===== src/rtl/hsv_core_commit_reorder.sv =====
// -----------------------------------------------------------------------------
// hsv_core_commit_reorder
//
// In-order commit buffer. Execution units deliver results tagged with an
// instruction token in any order; entries are parked in a slot chosen by the
// low token bits and released to the commit stage strictly in token order,
// starting from token 0 after reset or flush.
//
// Ports
//   clk_core    core clock
//   rst_core_n  asynchronous active-low reset (same effect as flush)
//   flush       synchronous clear of all state, head token returns to 0
//   in_valid    per-unit result valid                     [NumUnits]
//   in_ready    per-unit accept                           [NumUnits]
//   in_token    per-unit token, unit i at [i*TokenWidth +: TokenWidth]
//   in_data     per-unit payload, unit i at [i*DataWidth +: DataWidth]
//   out_valid   head entry present
//   out_ready   commit stage accepts the head
//   out_token   token of the head entry (the head counter)
//   out_data    payload of the head entry
//   occupancy   number of filled slots (0..Depth)
// -----------------------------------------------------------------------------
package hsv_core_commit_reorder_pkg;

  // Payload carried from execute to commit; opaque to the reorder buffer.
  typedef struct packed {
    logic [31:0] pc;
    logic [31:0] rd_value;
    logic [4:0]  rd_addr;
    logic        rd_write;
    logic        trap;
  } commit_data_t;

endpackage

module hsv_core_commit_reorder
  import hsv_core_commit_reorder_pkg::*;
#(
  parameter int NumUnits   = 4,
  parameter int Depth      = 16,
  parameter int TokenWidth = 8,
  parameter int DataWidth  = $bits(commit_data_t)
) (
  input  logic                             clk_core,
  input  logic                             rst_core_n,
  input  logic                             flush,
  input  logic [NumUnits-1:0]              in_valid,
  output logic [NumUnits-1:0]              in_ready,
  input  logic [NumUnits*TokenWidth-1:0]   in_token,
  input  logic [NumUnits*DataWidth-1:0]    in_data,
  output logic                             out_valid,
  input  logic                             out_ready,
  output logic [TokenWidth-1:0]            out_token,
  output logic [DataWidth-1:0]             out_data,
  output logic [$clog2(Depth+1)-1:0]       occupancy
);

  localparam int SlotW = $clog2(Depth);
  localparam int OccW  = $clog2(Depth + 1);

  // ---------------------------------------------------------------------------
  // State
  // ---------------------------------------------------------------------------
  logic [Depth-1:0]      r_valid;
  logic [DataWidth-1:0]  r_data [Depth];
  logic [TokenWidth-1:0] r_head;
  logic [OccW-1:0]       r_occ;

  // ---------------------------------------------------------------------------
  // Per-unit decode: slot index and window membership
  // ---------------------------------------------------------------------------
  logic [TokenWidth-1:0] w_token     [NumUnits];
  logic [TokenWidth-1:0] w_dist      [NumUnits];
  logic [SlotW-1:0]      w_slot      [NumUnits];
  logic [NumUnits-1:0]   w_in_window;
  logic [NumUnits-1:0]   w_ready;
  logic [NumUnits-1:0]   w_accept;
  logic [SlotW-1:0]      w_head_slot;
  logic                  w_pop;
  logic [OccW-1:0]       w_acc_cnt;
  logic [Depth-1:0]      w_valid_next;

  assign w_head_slot = r_head[SlotW-1:0];

  // NOTE: every signal written in an always_comb gets a default assignment
  // before any conditional update, so no path leaves it holding a value and
  // no latch is inferred.
  always_comb begin
    w_in_window = '0;
    for (int i = 0; i < NumUnits; i++) begin
      w_token[i] = in_token[i*TokenWidth +: TokenWidth];
      w_slot[i]  = w_token[i][SlotW-1:0];
      // Modulo distance from the head; the extra bit keeps the compare
      // correct when Depth equals the full token space.
      w_dist[i]  = w_token[i] - r_head;
      w_in_window[i] = ({1'b0, w_dist[i]} < (TokenWidth + 1)'(Depth));
    end
  end

  // Ready uses only registered state, this unit's token and the valids of
  // lower-index units (which win a shared slot); never its own valid.
  always_comb begin
    w_ready = '0;
    for (int i = 0; i < NumUnits; i++) begin
      w_ready[i] = w_in_window[i] && !r_valid[w_slot[i]] && !flush;
      for (int j = 0; j < i; j++) begin
        if (in_valid[j] && (w_slot[j] == w_slot[i])) begin
          w_ready[i] = 1'b0;
        end
      end
    end
  end

  assign in_ready = w_ready;
  assign w_accept = in_valid & w_ready;

  // ---------------------------------------------------------------------------
  // Head / commit side
  // ---------------------------------------------------------------------------
  assign out_valid = r_valid[w_head_slot];
  assign out_data  = r_data[w_head_slot];
  assign out_token = r_head;
  assign occupancy = r_occ;

  assign w_pop = out_valid && out_ready && !flush;

  // A pop only hits a full slot and an accept only an empty one, so the
  // clear and the sets below never target the same bit in one cycle.
  always_comb begin
    w_valid_next = r_valid;
    w_acc_cnt    = '0;
    if (w_pop) begin
      w_valid_next[w_head_slot] = 1'b0;
    end
    for (int i = 0; i < NumUnits; i++) begin
      if (w_accept[i]) begin
        w_valid_next[w_slot[i]] = 1'b1;
        w_acc_cnt               = w_acc_cnt + OccW'(1);
      end
    end
  end

  // NOTE: clocked state is updated only with non-blocking assignments so all
  // registers sample their inputs from the same pre-edge values.
  always_ff @(posedge clk_core or negedge rst_core_n) begin
    if (!rst_core_n) begin
      r_valid <= '0;
      r_head  <= '0;
      r_occ   <= '0;
    end else if (flush) begin
      r_valid <= '0;
      r_head  <= '0;
      r_occ   <= '0;
    end else begin
      r_valid <= w_valid_next;
      r_head  <= r_head + TokenWidth'(w_pop);
      r_occ   <= r_occ + w_acc_cnt - OccW'(w_pop);
    end
  end

  // NOTE: payload storage has no reset; a slot's data is only observed while
  // its valid bit is set, and leaving it unreset lets it map onto plain RAM.
  always_ff @(posedge clk_core) begin
    for (int i = 0; i < NumUnits; i++) begin
      if (w_accept[i]) begin
        r_data[w_slot[i]] <= in_data[i*DataWidth +: DataWidth];
      end
    end
  end

endmodule


===== config.mk =====
export PLATFORM = sky130hd
export DESIGN_NAME = hsv_core_commit_reorder
export DESIGN_NICKNAME = d
export VERILOG_FILES = /design/src/rtl/hsv_core_commit_reorder.sv
export SDC_FILE = /design/constraint.sdc
export NUM_CORES = 2
export LEC_CHECK = 0
export ABC_CLOCK_PERIOD_IN_PS = 8760
export CORE_MARGIN = 5
export CORE_UTILIZATION = 40
export DETAILED_ROUTE_END_ITERATION = 7
export PLACE_DENSITY_LB_ADDON = 0.05
export SLEW_MARGIN = 25
export SYNTH_ARGS = -nofsm -noshare
export SYNTH_HDL_FRONTEND = slang
export SYNTH_SLANG_ARGS = --single-unit

===== constraint.sdc =====
create_clock -name clk_core -period 8.76 [get_ports clk_core]
set_clock_uncertainty 0.1 [all_clocks]
set_input_delay 1.752 -clock clk_core [delete_from_list [all_inputs] [get_ports clk_core]]
set_output_delay 1.752 -clock clk_core [all_outputs]
set_load 0.05 [all_outputs]

==> results by group <==
Run status
  • Status: finished with violations
  • Failing checks: DRC

Power
  • Sw frac: 25.5%
  • Pwr Total: 13.8 mW
  • Seq pwr share: 44.6%
  • Int Pwr: 10.3 mW
  • Power share of the clock group: 45.3%
  • Combinational group share of total power: 10.1%
  • Leak Pwr: 31.2 nW
  • PwrDens: 145 mW/mm2
  • Peak VDD IR: 0.211 mV
  • Total net switching power: 3.52 mW

Global route
  • Total global routing overflow: 0
  • Vias in the first global route: 72,046
  • Antenna violations before repair: 78
  • First-pass GRT wire length: 597 mm
  • GRT Util Overall: 38.4%
  • Largest net degree at the start of global routing: 143

Route
  • Via Count: 74,836
  • Starting DRC count in detailed routing: 11,229
  • Routed WL: 435 mm
  • WL/cell: 41.1 um
  • First-pass DRT Iterations: 8
  • Via/cell ratio: 7.06
  • Number of remaining DRC errors: 6
  • Routed Antenna Nets: 0

Timing
  • Final Hold Fails: 0
  • Slew headroom: 19.4%
  • Crit share post-route: 85.6%
  • Worst-Margin Slew: 1.21 ns
  • Setup Viol. Count Final: 0
  • Unrepaired setup endpoints after global routing: no
  • WHS: 0.561 ns
  • Final min period: 7.50 ns
  • Final Slew Violations: 0
  • F_max: 0.133 GHz
  • Setup TNS: 0 ns

Floorplanning
  • Die Y: 468 um
  • Core area: 0.209 mm2
  • Starting Density: 40.1%
  • Die Area: 0.219 mm2
  • Die W: 468 um
  • Std-Cell Rows: 168
  • # IOs: 413

Critical path
  • Critical path class: primary input to output port
  • WP buf/inv: 3
  • CP dominant cell by count: clkdlybuf4s50_1
  • Slowest-stage cell, CP: clkdlybuf4s50_1
  • Worst path max stage delay: 0.92 ns
  • Max Fanout on Critical Path: 14
  • CP delay by family, top: buffers and inverters
  • Worst setup SP type: primary input
  • Required @ worst endpoint: 6.91 ns
  • Critical path arrival: 5.65 ns
  • Critical-path cell list: clkdlybuf4s50_1, ha_1, a21oi_1, o21ai_1, a211o_1, a221oi_1, nand3_1, buf_4, nor2_1, clkdlybuf4s50_1
  • Crit. End Element: output port

Clock network
  • Clk slew on worst S/H paths: 0.05 ns
  • TritonCTS clock tree: built
  • Post-CTS setup buffers: 0
  • H-tree depth: 4
  • PostCTS Resize Cnt: 0
  • Worst skew pair latency: 0.82 ns
  • CTS Buffer Depth: 3
  • Post-cts hold buffer count: 0
  • CTS Buf Count: 151
  • Root Driver: clkbuf_16
  • CTS sink cnt: 1,165

Layout
  • Fraction of layout cells with a size suffix above 1: 23.5%
  • Synthesis-to-finish area growth: 13.0%
  • Nets: 8,000

Synthesis
  • Distinct cells, synth: 70
  • YS warnings: 0
  • Number of flops mapped to enable cells by yosys: 1,136
  • Post-Syn Nets: 8,286
  • Mapped Avg Cell Area: 10.6 um2
  • Sequential area share after synthesis: 41.5%
  • Async SR Flop Fraction: 2.49%
  • Cells after Synth: 7,924
  • Mapped cell area: 0.0840 mm2
  • FF+latch count, synth: 1,165
  • Most used DFF post-synth: edfxtp_1

Place
  • Port Buf Inserts: 412
  • Final HPWL from detailed placement: 222 mm
  • Routability Congestion: 0.870

Run
  • MaxCap Viol Count: 0

Worst hold path
  • Min-Delay Path Class: flip-flop to flip-flop
synthesized netlist by cell type (11+ instances only):
cell type | n | area share, %
and4_1 | 14 | 0.15
edfxtp_1 | 1136 | 41
nand4_1 | 47 | 0.35
nor2b_1 | 160 | 1.2
mux2i_1 | 294 | 3.5
o221ai_2 | 110 | 2.0
and3_1 | 11 | 0.082
a21oi_1 | 86 | 0.51
o31ai_1 | 75 | 0.67
and2_1 | 113 | 0.84
o21ai_1 | 108 | 0.64
or4_1 | 43 | 0.38
o221ai_1 | 532 | 5.5
xor2_1 | 22 | 0.23
ha_1 | 37 | 0.55
buf_6 | 38 | 0.51
inv_1 | 32 | 0.14
mux4_2 | 372 | 10
buf_1 | 114 | 0.51
a211oi_1 | 215 | 1.9
nor2_1 | 120 | 0.54
xnor2_1 | 24 | 0.25
o21ai_0 | 450 | 2.7
nand2b_1 | 12 | 0.089
buf_2 | 87 | 0.52
dfrtp_1 | 29 | 0.86
nor3_1 | 13 | 0.077
clkbuf_1 | 822 | 3.7
nand3_1 | 29 | 0.17
nor4_2 | 16 | 0.24
buf_4 | 18 | 0.16
nand2_1 | 1742 | 7.8
mux2_2 | 824 | 11
o2111ai_1 | 13 | 0.14
o22ai_1 | 72 | 0.54
worst reg2reg max path, stage by stage, from the launching register on:
cell and delay [ns]:
dfrtp_4 1.02, inv_1 0.40, ha_1 0.41, a2111oi_0 0.45, o31ai_1 0.16, xnor2_1 0.32, or4_4 0.20, buf_4 0.52
buf_4 0.72, nor3_1 0.17, a211oi_1 0.47, nand2_4 0.30, buf_12 0.39
metal layers:
| layer | wire, um | vias to the layer above | GRT usage [%] |
|---|---|---|---|
| met2 | 193000 | 5930 | 58.9 |
| li1 | - | 29748 | - |
| met4 | 32000 | 36 | 23.8 |
| met1 | 161000 | 37337 | 48.3 |
| met5 | 218 | - | 0 |
| met3 | 49400 | 1785 | 10.4 |
stage by stage:
step,setup slack (ns),utilization (%),std cells,cell area (um2)
global route,1.04,45.3,10574,94900
floorplan,1.00,-,7924,84000
detailed placement,1.28,43.0,10289,90100
finish,1.26,45.4,10595,95000
global placement,1.29,43.0,10287,90100
CTS,1.28,45.3,10556,94800
final cells by class:
class                           instances  area (um2)
Inverter                               33         131
Multi-Input combinational cell       5647       45000
Sequential cell                      1165       34800
Antenna cell                           38        95.1
Clock buffer                          190        4070
Clock inverter                         77         666
Timing Repair Buffer                  640        6600
Tap cell                             2805        3510
Fill cell                           19330      114000
power groups by stage:
stage	sequential (mW)	clock, mW	combinational (mW)
floorplan	6.28	0	0.850
global placement	6.27	0	1.34
detailed placement	6.27	0	1.36
CTS	6.15	6.29	1.37
global route	6.15	6.51	1.49
finish	6.15	6.25	1.40
cells in the final DEF, fill, tap and decap left out, types with 110 or more instances in the layout:
cell type and n:
clkdlybuf4s50_1 412, nor2_1 120, o221ai_1 532, nor2b_1 160, and2_1 112, mux4_2 372, nand2_1 1736, mux2i_1 294
clkbuf_16 157, o221ai_2 110, o21ai_0 450, mux2_2 824, buf_4 168, edfxtp_1 1136, a211oi_1 215
final timing paths:
kind,startpoint,endpoint,slack [ns],cells after the start
worst max register to register,out_token[1]$_DFF_PN0_,r_data[14][24]$_DFFE_PP_,2.55,12
worst max-delay path,in_token[26],in_ready[3],1.26,10
worst min register to register,occupancy[4]$_DFF_PN0_,occupancy[4]$_DFF_PN0_,0.56,3
max in group asynchronous,rst_core_n,out_token[1]$_DFF_PN0_,6.92,2
worst min-delay path,occupancy[4]$_DFF_PN0_,occupancy[4]$_DFF_PN0_,0.56,3
min in group asynchronous,rst_core_n,occupancy[0]$_DFF_PN0_,1.26,2
kinds of logic (layout without fill, tap and decap cells):
| kind of cell | Yosys count | count (layout) | share of synthesized area [%] |
|---|---|---|---|
| flip-flops | 1165 | 1165 | 41.5 |
| XOR/XNOR | 46 | 46 | 0.479 |
| multiplexers | 1490 | 1490 | 24.5 |
| other | 1 | 39 | 0.00446 |
| buffers and inverters | 1112 | 940 | 5.52 |
| AND/OR/NAND/NOR | 2362 | 2362 | 12.4 |
| adder cells (fa/ha/maj) | 38 | 38 | 0.575 |
| AO/OA/AOI/OAI | 1710 | 1710 | 15.1 |
sequential cells by signal, indices dropped and copies added (netlist names):
name,count
occupancy,5
out_token,8
r_data,1136
r_valid,16
(Power assumes the default switching activity.)
